--- src/rtl/id_ex_stage_reg.sv ---
// ----------------------------------------------------------------------------
// id_ex_stage_reg
//   ID/EX pipeline register with built-in load-use hazard detection.
//   Captures decoded ID-stage fields and controls for the EX stage. It inserts
//   a single bubble when the instruction in ID needs the result of a load
//   that is currently in EX, and it asks the front end to hold PC and IF/ID
//   for that cycle. A branch/jump flush squashes the transfer into EX, and
//   Ex_Hold freezes the whole register.
//
// Ports
//   clk, reset                 clock, synchronous active-high reset
//   If_O_Id_Rs1/Rs2            ID-stage source register indices
//   Id_opcode/funct3/funct7    ID-stage decode fields
//   Id_Rd                      ID-stage destination register
//   Id_pc/imm/rs1_data/rs2_data  ID-stage datapath values (XLEN)
//   Id_ctrl                    {RegWrite,MemRead,MemWrite,MemtoReg,ALUSrc,
//                               Branch,Jump,ALUOp[1:0]}
//   Id_valid                   ID slot holds a real instruction
//   Flush                      squash the ID->EX transfer
//   Ex_Hold                    freeze this register (MEM not ready)
//   Id_Out_Ex_*                registered copies of the ID fields
//   Id_O_Ex_MemRead/MemWrite   registered MemRead/MemWrite control bits
//   Stall_PC, Stall_IF_ID      hold PC / IF/ID this cycle
//   Stall_cnt, Flush_cnt       wrap-around bubble and flush event counters
// ----------------------------------------------------------------------------
module id_ex_stage_reg #(
    parameter int XLEN  = 32,
    parameter int CNT_W = 16
) (
    input  logic            clk,
    input  logic            reset,
    input  logic [4:0]      If_O_Id_Rs1,
    input  logic [4:0]      If_O_Id_Rs2,
    input  logic [6:0]      Id_opcode,
    input  logic [2:0]      Id_funct3,
    input  logic [6:0]      Id_funct7,
    input  logic [4:0]      Id_Rd,
    input  logic [XLEN-1:0] Id_pc,
    input  logic [XLEN-1:0] Id_imm,
    input  logic [XLEN-1:0] Id_rs1_data,
    input  logic [XLEN-1:0] Id_rs2_data,
    input  logic [8:0]      Id_ctrl,
    input  logic            Id_valid,
    input  logic            Flush,
    input  logic            Ex_Hold,
    output logic [4:0]      Id_Out_Ex_Rs1,
    output logic [4:0]      Id_Out_Ex_Rs2,
    output logic [6:0]      Id_Out_Ex_opcode,
    output logic [2:0]      Id_Out_Ex_funct3,
    output logic [6:0]      Id_Out_Ex_funct7,
    output logic [4:0]      Id_Out_Ex_Rd,
    output logic [XLEN-1:0] Id_Out_Ex_pc,
    output logic [XLEN-1:0] Id_Out_Ex_imm,
    output logic [XLEN-1:0] Id_Out_Ex_rs1_data,
    output logic [XLEN-1:0] Id_Out_Ex_rs2_data,
    output logic [8:0]      Id_Out_Ex_ctrl,
    output logic            Id_Out_Ex_valid,
    output logic            Id_O_Ex_MemRead,
    output logic            Id_O_Ex_MemWrite,
    output logic            Stall_PC,
    output logic            Stall_IF_ID,
    output logic [CNT_W-1:0] Stall_cnt,
    output logic [CNT_W-1:0] Flush_cnt
);

    localparam logic [6:0] OP_LUI   = 7'b0110111;
    localparam logic [6:0] OP_AUIPC = 7'b0010111;
    localparam logic [6:0] OP_JAL   = 7'b1101111;
    localparam logic [6:0] OP_R     = 7'b0110011;
    localparam logic [6:0] OP_S     = 7'b0100011;
    localparam logic [6:0] OP_B     = 7'b1100011;

    typedef struct packed {
        logic [4:0]      rs1;
        logic [4:0]      rs2;
        logic [6:0]      opcode;
        logic [2:0]      funct3;
        logic [6:0]      funct7;
        logic [4:0]      rd;
        logic [XLEN-1:0] pc;
        logic [XLEN-1:0] imm;
        logic [XLEN-1:0] rs1_data;
        logic [XLEN-1:0] rs2_data;
        logic [8:0]      ctrl;
        logic            valid;
    } ex_t;

    ex_t             ex_q, ex_d;
    logic [CNT_W-1:0] stall_cnt_q, stall_cnt_d;
    logic [CNT_W-1:0] flush_cnt_q, flush_cnt_d;

    logic uses_rs1, uses_rs2, is_store;
    logic dep_rs1, dep_rs2, lu, stall;

    always_comb begin
        uses_rs1 = !(Id_opcode == OP_LUI || Id_opcode == OP_AUIPC || Id_opcode == OP_JAL);
        uses_rs2 = (Id_opcode == OP_R) || (Id_opcode == OP_S) || (Id_opcode == OP_B);
        is_store = (Id_opcode == OP_S);

        dep_rs1 = uses_rs1 && (ex_q.rd == If_O_Id_Rs1);
        // A store's data operand (rs2) can be forwarded mem-to-mem from the
        // load, so that dependency alone does not need a bubble.
        dep_rs2 = uses_rs2 && !is_store && (ex_q.rd == If_O_Id_Rs2);

        lu    = ex_q.valid && ex_q.ctrl[7] && (ex_q.rd != 5'd0) && Id_valid &&
                (dep_rs1 || dep_rs2);
        stall = (lu && !Flush) || Ex_Hold;
    end

    always_comb begin
        ex_d        = ex_q;
        stall_cnt_d = stall_cnt_q;
        flush_cnt_d = flush_cnt_q;
        if (Ex_Hold) begin
            ex_d = ex_q;
        end else if (Flush) begin
            ex_d        = '0;
            flush_cnt_d = flush_cnt_q + CNT_W'(1);
        end else if (lu) begin
            ex_d        = '0;
            stall_cnt_d = stall_cnt_q + CNT_W'(1);
        end else begin
            ex_d.rs1      = If_O_Id_Rs1;
            ex_d.rs2      = If_O_Id_Rs2;
            ex_d.opcode   = Id_opcode;
            ex_d.funct3   = Id_funct3;
            ex_d.funct7   = Id_funct7;
            ex_d.rd       = Id_Rd;
            ex_d.pc       = Id_pc;
            ex_d.imm      = Id_imm;
            ex_d.rs1_data = Id_rs1_data;
            ex_d.rs2_data = Id_rs2_data;
            ex_d.ctrl     = Id_ctrl;
            ex_d.valid    = Id_valid;
        end
    end

    always_ff @(posedge clk) begin
        if (reset) begin
            ex_q        <= '0;
            stall_cnt_q <= '0;
            flush_cnt_q <= '0;
        end else begin
            ex_q        <= ex_d;
            stall_cnt_q <= stall_cnt_d;
            flush_cnt_q <= flush_cnt_d;
        end
    end

    assign Id_Out_Ex_Rs1      = ex_q.rs1;
    assign Id_Out_Ex_Rs2      = ex_q.rs2;
    assign Id_Out_Ex_opcode   = ex_q.opcode;
    assign Id_Out_Ex_funct3   = ex_q.funct3;
    assign Id_Out_Ex_funct7   = ex_q.funct7;
    assign Id_Out_Ex_Rd       = ex_q.rd;
    assign Id_Out_Ex_pc       = ex_q.pc;
    assign Id_Out_Ex_imm      = ex_q.imm;
    assign Id_Out_Ex_rs1_data = ex_q.rs1_data;
    assign Id_Out_Ex_rs2_data = ex_q.rs2_data;
    assign Id_Out_Ex_ctrl     = ex_q.ctrl;
    assign Id_Out_Ex_valid    = ex_q.valid;
    assign Id_O_Ex_MemRead    = ex_q.ctrl[7];
    assign Id_O_Ex_MemWrite   = ex_q.ctrl[6];
    assign Stall_PC           = stall;
    assign Stall_IF_ID        = stall;
    assign Stall_cnt          = stall_cnt_q;
    assign Flush_cnt          = flush_cnt_q;

endmodule
--- config.mk ---
export PLATFORM = sky130hd
export DESIGN_NAME = id_ex_stage_reg
export DESIGN_NICKNAME = d
export VERILOG_FILES = /design/src/rtl/id_ex_stage_reg.sv
export SDC_FILE = /design/constraint.sdc
export NUM_CORES = 1
export LEC_CHECK = 0
export ABC_CLOCK_PERIOD_IN_PS = 8500
export BUFFER_PORTS_ARGS = -buffer_cell sky130_fd_sc_hd__buf_2
export CORE_AREA = 2 2 147 149
export DETAILED_ROUTE_END_ITERATION = 10
export DIE_AREA = 0 0 149 151
export PLACE_DENSITY = 0.61
export RECOVER_POWER = 25
export SYNTH_ARGS = -nofsm -noshare
export SYNTH_HDL_FRONTEND = slang
export SYNTH_SLANG_ARGS = --single-unit
--- constraint.sdc ---
create_clock -name clk -period 8.5 [get_ports clk]
set_input_delay 2.55 -clock clk [delete_from_list [all_inputs] [get_ports clk]]
set_output_delay 2.55 -clock clk [all_outputs]
set_load 0.02 [all_outputs]
Yosys cells after proc, flatten, opt, wreduce, memory -nomap -nowiden

Index checks and enable logic that the tools add are counted.

Output and inout bits: 206
Word-level logic and storage cells: 48
Register bits: 202
Input port bits: 174

Bitwise operators: 2
Equal/unequal tests: 8
Add/sub/neg operators: 2
Reduce and logical (&&, ||, !) cells: 20
Multiplexer cells: 2

Operator list:

| cell                    | number |
|---|---|
| $mux W170               | 2 |
| $add A16 B1 Y16 const B | 2 |
| $eq A7 B6 Y1 const B    | 3 |
| $eq A7 B7 Y1 const B    | 2 |
| $eq A5 B5 Y1            | 2 |
| $logic_and A1 B1 Y1     | 8 |
| $eq A7 B5 Y1 const B    | 1 |
| $logic_or A1 B1 Y1      | 6 |
| $reduce_bool A5 Y1      | 1 |
| $logic_not A1 Y1        | 3 |
| $reduce_and A3 Y1       | 1 |
| $not A1 Y1              | 2 |
| $reduce_and A2 Y1       | 1 |

Logic depth before layout (Yosys ltp)

Gate-level depths: netlist (run 1).

Depth in word-level cells: 9
Mapped depth: 9
Depth with buffers taken out: 6

Least setup slack after synthesis (run 1)

Ideal clock, no wire load.

Path type: input -> output
Start point: in If_O_Id_Rs2[3]
End point: out Stall_PC
Stages on the path: 6
Buffers on the path: 2
Setup slack: 1.649 ns
Data required time: 5.950 ns
Data arrival time: 4.300 ns
Cell sequence: xor2_1 -> or4_4 -> a21o_2 -> clkbuf_1 -> o21bai_1 -> buf_4

Cells in the longest elaborated chain, start to end: 6

RTL lines:

| element             | RTL line | text |
|---|---|---|
| from (decl)         | 33       | `input logic [4:0] If_O_Id_Rs2,` |
| $eq A5 B5 Y1        | 103      | `dep_rs2 = uses_rs2 && !is_store && (ex_q.rd == If_O_Id_Rs2);` |
| $logic_and A1 B1 Y1 | 103      |  |
| $logic_or A1 B1 Y1  | 106      | `(dep_rs1 \|\| dep_rs2);` |
| $logic_and A1 B1 Y1 | 105      | `lu = ex_q.valid && ex_q.ctrl[7] && (ex_q.rd != 5'd0) && Id_valid &&` |
| $logic_and A1 B1 Y1 | 107      | `stall = (lu && !Flush) \|\| Ex_Hold;` |
| $logic_or A1 B1 Y1  | 107      |  |
| to (decl)           | 60       | `output logic Stall_PC,` |

No other way between the ends.

Worst setup path in the final report (run 1)

Start point: in Id_opcode[6]
End point: out Stall_IF_ID

Cells in the longest elaborated chain, start to end: 9
Elaborated cells on any way between the ends: 19
Classes of those cells: 6 x eq/ne; 13 x reduce/logical

RTL lines:

| element                                                        | RTL line | text |
|---|---|---|
| from (decl)                                                    | 34       | `input logic [6:0] Id_opcode,` |
| $eq A7 B6 Y1 (tied with other cells)                           | 96       | `uses_rs1 = !(Id_opcode == OP_LUI \|\| Id_opcode == OP_AUIPC \|\| Id_opcode == OP_JAL);` |
| $logic_or A1 B1 Y1 (on tied branches) (2 in series)            | 96, 97   |  |
| $logic_not A1 Y1 / $logic_and A1 B1 Y1 (equally long branches) | 96, 103  |  |
| $logic_and A1 B1 Y1 (on tied branches)                         | 100, 103 |  |
| $logic_or A1 B1 Y1 (*)                                         | 106      |  |
| $logic_and A1 B1 Y1 (*)                                        | 105      |  |
| $logic_and A1 B1 Y1 (*)                                        | 107      |  |
| $logic_or A1 B1 Y1 (*)                                         | 107      |  |
| to (decl)                                                      | 61       | `output logic Stall_IF_ID,` |

Every way passes the cells marked *; elsewhere a longest branch is shown, timed or not.

==> results of run 1 <==
[synthesized netlist by cell type, drive strengths merged, types with 3 or more instances]
cell	number	area [um^2]
or4	10	78.82
nand3b	4	30.03
nor2	23	86.33
nand3	7	35.03
nor2b	3	18.77
a21oi	14	70.07
a22o	170	1489
xor2	16	140.1
nand4	10	62.56
inv	4	15.01
xnor2	10	87.58
o21ai	3	15.01
nand2	12	45.04
and3	5	31.28
clkbuf	25	93.84
buf	23	197.7
or3	3	18.77
dfxtp	202	4044
o31ai	9	67.56
[kinds of logic (layout without fill, tap and decap cells)]
| group | count (synthesis) | after routing | share of synthesized area (%) |
|---|---|---|---|
| flops | 202 | 202 | 59.25 |
| mux | 3 | 3 | 0.4583 |
| xor+xnor | 26 | 26 | 3.336 |
| other cells | 0 | 2 | 0 |
| buf+inv | 52 | 427 | 4.491 |
| fa+ha+maj | 2 | 2 | 0.3666 |
| compound gates | 205 | 205 | 25.35 |
| simple gates | 84 | 84 | 6.746 |
[critical path, cell delays in order]
cell       delay [ns]
buf_2            0.12
and4b_1          0.20
o2111ai_1        0.33
nand4_1          0.25
a21o_2           0.39
o21bai_1         0.18
buf_2            0.19
[metrics by stage]
step | worst slack (ns) | total power (uW)
after floorplan | 1.650 | 1116
after global placement | 1.771 | 1203
after detailed placement | 1.774 | 1204
after CTS | 1.754 | 2148
after global routing | 1.636 | 2208
final | 1.729 | 2112
[final timing paths]
kind | endpoint
worst max-delay path | Stall_IF_ID
worst min-delay path | Id_Out_Ex_rs2_data[21]
worst max register to register | Id_Out_Ex_pc[7]
worst min register to register | Id_Out_Ex_rs2_data[21]
[registers in the layout, indices dropped and copies added (netlist names)]
name	flops
Flush_cnt	16
Id_Out_Ex_Rd	5
Id_Out_Ex_Rs1	5
Id_Out_Ex_Rs2	5
Id_Out_Ex_ctrl	9
Id_Out_Ex_funct3	3
Id_Out_Ex_funct7	7
Id_Out_Ex_imm	32
Id_Out_Ex_opcode	7
Id_Out_Ex_pc	32
Id_Out_Ex_rs1_data	32
Id_Out_Ex_rs2_data	32
Id_Out_Ex_valid	1
Stall_cnt	16
[power groups by stage]
stage | sequential [uW] | combinational, uW | clock [uW]
after floorplan | 1060 | 59.8 | 0
after global placement | 1020 | 185 | 0
after detailed placement | 1020 | 186 | 0
after CTS | 998 | 187 | 963
after global routing | 1000 | 193 | 1010
final | 999 | 180 | 933
[final cells by class]
class	count	area [um^2]	share of cell area [%]
tap	275	344.1	3.652
antenna	2	5.005	0.05312
clock buffer	28	594.3	6.308
inverter	4	15.01	0.1594
timing repair buffer	383	1812	19.23
clock inverter	12	118.9	1.262
sequential	202	4044	42.92
multi-input combinational	320	2489	26.41
[per-layer routing]
metal  wire length [um]  GRT usage, %  share of wire (%)  up-vias
li1                   -             -                  -     2891
met1               8981         22.05                 42     2682
met2              10110         27.81                 48      238
met3               1575         4.759                7.4       37
met4                523         5.714                2.5        2
met5                  7             0              0.033        -
==> impl_metrics.yaml, run 1 <==
sta:
  period_needed_ns: 6.771
  worstMarginPinSlew_ns: 1.034
  fmax_mhz: 147.7
  rsz0062_at_grt: "no"
  finalSetupTns_ns: 0
  skew_ns: 0.01287
  hold_violations: 0
  min_period_over_period_pct: 79.66
  slew_headroom_pct: 31.04
  finalMaxSlewViolations: 0
  finalSetupViolations: 0
  whs_ns: 0.4723
synthesis:
  synth_cells: 574
  ys_seq_area_share_pct: 59.25
  avgSynthCellArea_um2: 11.89
  synth.ff_latch_count: 202
  syn_area_um2: 6825
  async_reset_ff_share_pct: 0
  synth_enable_flop_cells: 0
  syn-num-nets: 750
  synth_cell_types: 40
  yosysWarnings: 0
  synth_ff_type: "dfxtp_1"
finish:
  layout.nets: 1110
  final_cell_mix: "287 x buf_2, 202 x dfxtp_1, 170 x a22o_1, 97 x clkbuf_1"
  final_util_pct: 45.25
  final_common_cell: "buf_2"
  final_layout_size_suffix_gt1_share_pct: 35.41
  syn2layout_area_growth_pct: 38.04
  layoutNonFillerInstCount: 1226
  design_area_um2: 9422
  fill_cells: 2043
clocking:
  cts_hold_buf: 0
  cts.repair.resized: 0
  clkTransAtPathRegs_ns: 0.05
  post_cts_buffers: 0
  clkSinkCount: 202
  clock_path_buffers: 3
  htreeDepth: 1
  cts_made_buffers: 23
  root_buffer: "clkbuf_16"
  cts_tree: "yes"
  clk_latency_ns: 0.51
setup_path:
  startpoint_type: "primary input"
  criticalPathCategory: "in2out"
  cp.arrival_ns: 4.22
  ff2ff_path_depth: 6
  startpoint: "Id_opcode[6]"
  cp.required_ns: 5.95
  r2r_slack_ns: 5.55
  endpoint_kind: "output pin"
  worstPathMaxFanout: 19
  r2r-start: "Id_Out_Ex_Rd[0]"
global_route:
  grt_overflow: 0
  grt_pass1_vias: 5467
  grt_pass1_wl_mm: 30.82
  grt_usage_pct: 17.13
  grt_max_degree: 97
  antenna_found_initial: 2
routing:
  dr.pass1.iters: 4
  drt_wl_total_mm: 21.20
  drt-initial-drc-count: 325
  viasPerCell: 4.772
  vias: 5850
  antenna_left: 0
  drc: 0
  wire_per_inst_um: 17.29
placed_design:
  io_buffers: 379
  dp_hpwl_mm: 15.15
  place.gp.congestion: 0.7886
  dpl-instance-area_um2: 8818
  dpl.cell_count: 1184
floorplan:
  die_area_um2: 22500
  io_pins: 380
  core_area_um2: 20820
  start_util_pct: 32.78
  rows: 53
  die_h_um: 151
  die_w_um: 149
pwr:
  p_leak_uw: 0.004273
  switchingPower_uw: 524.6
  peakVddDrop_mv: 0.1156
  p_sw_share_pct: 24.84
  internal_power_uw: 1587
  power_frac_seq_pct: 47.3
  p_comb_share_pct: 8.5
  pwr_density_cell_nw_per_um2: 224.2
  p_clk_share_pct: 44.2
hold_path:
  hold_depth: 1
  holdCritPathClass: "reg2reg"
  worstHoldStart: "Id_Out_Ex_rs2_data[21]"
flow_run:
  drv_cap: 0
outcome:
  status: "completed"
Power figures use the tool's default switching activity.
==> run 2: changes to the inputs <==
- ABC_AREA: not set -> 1
- ABC_CLOCK_PERIOD_IN_PS: 8500 -> 6050
- CORE_AREA: 2 2 147 149 -> not set
- CORE_MARGIN: not set -> 1
- CORE_UTILIZATION: not set -> 42
- DIE_AREA: 0 0 149 151 -> not set
- PLACE_DENSITY: 0.61 -> 0.73
- clock period: 8.5 -> 6.05 ns (I/O delays scaled with it)
==> run 2 against run 1 <==
The flow now finishes with violations (max-capacitance violations, max-slew violations); sequential cell count did not move; die area is 2.0% lower; sequential share of layout area down 7.8 points; clock-buffer cell count increased by 10; worst hold slack worse by 0.011 ns; sequential power up 40%; highest routed layer is now met4; first-iteration DRC count increased by 37%; design area rose by 22%; clock skew barely moved; combinational power increased by 87%; register-to-register slack worse by 2.1 ns; critical path type unchanged.
==> impl_metrics.yaml, run 2 <==
pwr:
  p_sw_share_pct: 24.94
  switchingPower_uw: 794.2
  power_frac_seq_pct: 44.0
  peakVddDrop_mv: 0.1695
  p_leak_uw: 0.004582
  internal_power_uw: 2390
  p_comb_share_pct: 10.6
  pwr_density_cell_nw_per_um2: 276.5
  p_clk_share_pct: 45.4
routing:
  viasPerCell: 5.093
  drc: 0
  vias: 8577
  drt-initial-drc-count: 446
  wire_per_inst_um: 15.43
  dr.pass1.iters: 5
  antenna_left: 0
  drt_wl_total_mm: 25.98
setup_path:
  ff2ff_path_depth: 8
  cp.arrival_ns: 3.09
  worstPathMaxFanout: 27
  endpoint: "Stall_IF_ID"
  r2r-start: "Id_Out_Ex_Rd[4]"
  startpoint: "Id_opcode[2]"
  startpoint_type: "primary input"
  worstReg2RegEnd: "Id_Out_Ex_imm[29]"
  r2r_slack_ns: 3.47
  criticalPathCategory: "in2out"
  cp.required_ns: 4.24
  endpoint_kind: "output pin"
synthesis:
  yosysMostFrequentCell: "nand2_1"
  synth_ff_type: "dfxtp_1"
  synth_top_area_share_pct: 44.88
  avgSynthCellArea_um2: 8.476
  async_reset_ff_share_pct: 0
  synth_cells: 1063
  netlist_top_cells_count: "247 x nand2_1, 202 x dfxtp_1, 104 x a21oi_1"
  ys_top_cells_by_area: "dfxtp_1 45%, nand3_2 10%, nand2_1 10%"
  synth.largest_area_cell: "dfxtp_1"
  ys_seq_area_share_pct: 44.88
  syn-num-nets: 1239
  synth.ff_latch_count: 202
  yosysWarnings: 0
  synth_enable_flop_cells: 0
  syn_area_um2: 9010
  synth_cell_types: 31
floorplan:
  die_h_um: 148.5
  io_pins: 380
  die_w_um: 148.5
  start_util_pct: 42.86
  rows: 53
  die_area_um2: 22040
  core_area_um2: 21020
clocking:
  clkTransAtPathRegs_ns: 0.06
  cts_made_buffers: 24
  cts.repair.resized: 0
  cts_tree: "yes"
  clock_path_buffers: 3
  clkSinkCount: 202
  htreeDepth: 1
  post_cts_buffers: 0
  root_buffer: "clkbuf_16"
  cts_hold_buf: 0
  clk_latency_ns: 0.50
finish:
  final_cell_mix: "291 x buf_2, 248 x nand2_1, 202 x dfxtp_1, 104 x a21oi_1, 99 x nand3_1"
  final_layout_size_suffix_gt1_share_pct: 37.57
  final_util_pct: 54.79
  final_common_cell: "buf_2"
  fill_cells: 2037
  syn2layout_area_growth_pct: 27.83
  layout.nets: 1568
  layoutNonFillerInstCount: 1684
  multiInputGateArea_um2: 4280
  regArea_um2: 4044
hold_path:
  hold_depth: 2
  worstHoldStart: "Id_Out_Ex_opcode[2]"
  holdCritPathClass: "reg2reg"
placed_design:
  dp_hpwl_mm: 17.61
  dpl.cell_count: 1641
  place.gp.congestion: 0.9023
  io_buffers: 379
outcome:
  status: "complete, but fails checks"
  violations: "max-capacitance violations, max-slew violations"
sta:
  skew_ns: 0.01289
  finalSetupTns_ns: 0
  finalMaxSlewViolations: 63
  worstMarginPinSlew_ns: 2.830
  finalSetupViolations: 0
  fmax_mhz: 203.7
  rsz0062_at_grt: "no"
  hold_violations: 0
  min_period_over_period_pct: 81.14
  period_needed_ns: 4.909
  slew_headroom_pct: -88.65
global_route:
  antenna_found_initial: 1
  grt_pass1_vias: 7865
  grt_pass1_wl_mm: 39.80
  grt_max_degree: 99
  grt_overflow: 0
  grt_usage_pct: 21.93
flow_run:
  drv_cap: 1
-- run 2: routing by layer --
| metal | track usage [%] | wire (um) |
|---|---|---|
| met5 | 0 | 0 |
| met4 | 9.433 | 939 |
| met3 | 5.153 | 1886 |
| met2 | 35.93 | 12570 |
| met1 | 27.43 | 10590 |
-- run 2: kinds of logic (layout without fill, tap and decap cells) --
logic type               Yosys count  in the layout  synth area share [%]
AND/OR/NAND/NOR                  514            514                 30.40
AO/OA/AOI/OAI                    204            204                 15.11
flip-flops                       202            202                 44.88
buffers and inverters            124            469                 7.679
XOR/XNOR                          17             17                 1.653
adder cells (fa/ha/maj)            2              2                0.2777
other                              0              1                     0
-- run 2: power by group through the flow --
| stage | logic [uW] | clock network [uW] | registers (uW) |
|---|---|---|---|
| 6_report | 337 | 1450 | 1400 |
| 4_1_cts | 345 | 1480 | 1400 |
| 2_1_floorplan | 150 | 0 | 1480 |
| 5_1_grt | 365 | 1540 | 1400 |
| 3_3_place_gp | 340 | 0 | 1430 |
| 3_5_place_dp | 344 | 0 | 1430 |
-- run 2: cell type report --
class | count | area share (%)
Clock inverter | 4 | 0.4454
Sequential cell | 202 | 35.11
Multi-Input combinational cell | 737 | 37.16
Clock buffer | 38 | 6.551
Timing Repair Buffer | 389 | 16.47
Tap cell | 275 | 2.988
Inverter | 38 | 1.249
Antenna cell | 1 | 0.02173
-- run 2: how the worst min path moves through the flow --
stage                                endpoint
after floorplan              Id_Out_Ex_pc[10]
after global placement       Id_Out_Ex_pc[10]
after detailed placement  Id_Out_Ex_opcode[6]
after CTS                 Id_Out_Ex_opcode[6]
after global routing        Id_Out_Ex_ctrl[8]
final                     Id_Out_Ex_opcode[2]
-- run 2: critical path, cell delays in order --
cell     delay, ns
buf_2         0.12
nor3_1        0.17
nand2_1       0.07
nor2_1        0.11
nand3_2       0.08
nand2_2       0.14
nand2_8       0.18
o21ai_2       0.19
buf_2         0.18
-- run 2: through the flow --
stage          instance area [um^2]  hold WS, ns  setup slack, ns  total power (uW)
2_1_floorplan                  9010       0.5345            1.102              1630
3_3_place_gp                  10820       0.4405            1.153              1767
3_5_place_dp                  10820       0.4519            1.137              1772
4_1_cts                       11630       0.4615            1.139              3226
5_1_grt                       11520       0.4789            1.033              3306
6_report                      11520       0.4610            1.141              3184
==> run 3: changes to the inputs <==
- ABC_AREA: 1 -> 0
- ABC_CLOCK_PERIOD_IN_PS: 6050 -> 3900
- CORE_AREA: not set -> 2 2 146 148
- CORE_MARGIN: 1 -> not set
- CORE_UTILIZATION: 42 -> not set
- DIE_AREA: not set -> 0 0 148 150
- PLACE_DENSITY: 0.73 -> 0.64
- clock period: 6.05 -> 3.9 ns (I/O delays scaled with it)
==> run 3 against run 2 <==
The run now ends clean; highest routed layer unchanged; utilization fell by 8.9 points; worst hold slack improved by 0.0073 ns; non-clock buffer count stayed put; global-route usage decreased by 5.4 points; largest cell class is now sequential cells; design area fell by 18%; clock power rose by 35%; cell count decreased by 27%; register-to-register slack lost 2.3 ns; clock skew shrank 0.0055 ns; sequential cell count stayed put; total power is 43% higher; critical endpoint unchanged.
==> impl_metrics.yaml, run 3 (synthesis results as in run 1) <==
hold_path:
  whs_endpoint: "Id_Out_Ex_rs2_data[9]"
  holdCritPathClass: "reg2reg"
  hold_depth: 1
  worstHoldStart: "Id_Out_Ex_rs2_data[9]"
setup_path:
  ff2ff_path_depth: 7
  max_stage_delay_ns: 0.42
  crit_slowest_cell: "or4_4"
  worstReg2RegEnd: "Id_Out_Ex_imm[27]"
  r2r-start: "Id_Out_Ex_Rd[0]"
  startpoint_type: "primary input"
  r2r_slack_ns: 1.17
  criticalPathCategory: "in2out"
  worstPathMaxFanout: 4
  crit_top_cell: "buf_4"
  endpoint_kind: "output pin"
  cp.required_ns: 2.73
  cp_cell_sequence: "clkbuf_4 > xor2_2 > buf_4 > nand4_1 > or4_4 > a21o_2 > o21bai_4 > buf_4"
  cp.arrival_ns: 2.65
sta:
  rsz0062_at_grt: "no"
  min_period_over_period_pct: 98.06
  whs_ns: 0.4683
  worstMarginPinSlew_ns: 0.5609
  slew_headroom_pct: 62.54
  period_needed_ns: 3.824
  hold_violations: 0
  fmax_mhz: 261.5
  finalSetupViolations: 0
  skew_ns: 0.007420
  finalMaxSlewViolations: 0
placed_design:
  dp_hpwl_mm: 14.51
  io_buffers: 379
  place.gp.congestion: 0.7681
global_route:
  grt_max_degree: 99
  grt_pass1_vias: 5370
  grt_pass1_wl_mm: 29.56
  grt_overflow: 0
  antenna_found_initial: 0
  grt_usage_pct: 16.51
pwr:
  p_total_uw: 4538
  peakVddDrop_mv: 0.2405
  pwr_density_cell_nw_per_um2: 477.8
  p_leak_uw: 0.004310
routing:
  dr.pass1.iters: 4
  antenna_left: 0
  vias: 5903
  drt_wl_total_mm: 20.49
  drt-initial-drc-count: 226
  wire_per_inst_um: 16.67
  viasPerCell: 4.803
  drc: 0
floorplan:
  core_area_um2: 20690
  rows: 53
  die_area_um2: 22200
  io_pins: 380
  start_util_pct: 32.99
  die_h_um: 150
  die_w_um: 148
finish:
  final_cell_mix: "283 x buf_2, 202 x dfxtp_1, 170 x a22o_1, 101 x clkbuf_1"
  syn2layout_area_growth_pct: 39.16
  fill_cells: 2011
  final_layout_size_suffix_gt1_share_pct: 35.53
  regArea_um2: 4044
  antenna_cells: 0
  multiInputGateArea_um2: 2507
  layout.nets: 1115
  final_common_cell: "buf_2"
flow_run:
  drv_cap: 0
clocking:
  clkTransAtPathRegs_ns: 0.06
  cts_tree: "yes"
  cts_hold_buf: 0
  cts_made_buffers: 22
  clock_path_buffers: 3
  root_buffer: "clkbuf_16"
  cts.repair.resized: 1
  post_cts_buffers: 0
  htreeDepth: 1
  clk_latency_ns: 0.50
  clkSinkCount: 202
outcome:
  status: "completed"
run 3: changes by cell type in the layout (fill, tap and decap cells not counted), moves of 10 or more:
cell | before | now
a21oi_1 | 104 | 14
a21oi_2 | 89 | 0
a22o_1 | 0 | 170
inv_1 | 35 | 4
nand2_1 | 248 | 12
nand3_1 | 99 | 7
nand3_2 | 93 | 0
nand4_1 | 21 | 10
nor2_1 | 33 | 23
nor3_1 | 12 | 1
run 3: per-layer routing:
metal	global-route usage, %	up-vias	wire length, um
met1	21.14	2728	8703
met4	4.238	0	268
met5	0	-	0
li1	-	2908	-
met2	27.20	246	9712
met3	5.061	21	1803
run 3: area by class of cell:
type	instances	area share, %
flip-flops and latches	202	42.58
multi-input cells	320	26.40
repair buffers	389	20.14
clock buffers	31	6.376
well taps	275	3.623
clock inverters	8	0.7245
inverters	4	0.1581
run 3: report_power, final:
part	switching (uW)	internal (uW)	total, uW
Sequential	42.0	2140	2180
Combinational	235	166	402
Clock	810	1150	1960
Total	1090	3450	4540
run 3: worst max-delay path, delay by kind of cell:
family / cells / cell delay, ns
and+or+nand+nor: 2 / 0.50
buffers and inverters: 3 / 0.44
AOI/OAI and AO/OA: 2 / 0.36
xor gates and xnor gates: 1 / 0.17
run 3: stage by stage:
step	cell area, um^2	cells	utilization (%)	TNS (ns)	setup WS [ns]
6_report	9498	1229	45.91	0	0.07574
3_3_place_gp	8925	1190	43.14	-0.01607	-0.008991
4_1_cts	9607	1229	46.43	0	0.02927
2_1_floorplan	6837	574	-	0	0.02671
5_1_grt	9498	1229	45.91	0	0.001946
3_5_place_dp	8925	1190	43.14	-0.03921	-0.01961
run 3: how the worst max path moves through the flow:
stage,end,cells past startpoint,from,slack [ns]
detailed placement,Stall_PC,8,Id_opcode[4],-0.02
global route,Stall_IF_ID,8,Id_opcode[4],0.002
floorplan,Stall_PC,6,If_O_Id_Rs2[3],0.03
global placement,Stall_IF_ID,8,Id_opcode[4],-0.009
finish,Stall_IF_ID,8,Id_opcode[4],0.08
CTS,Stall_PC,8,Id_opcode[4],0.03
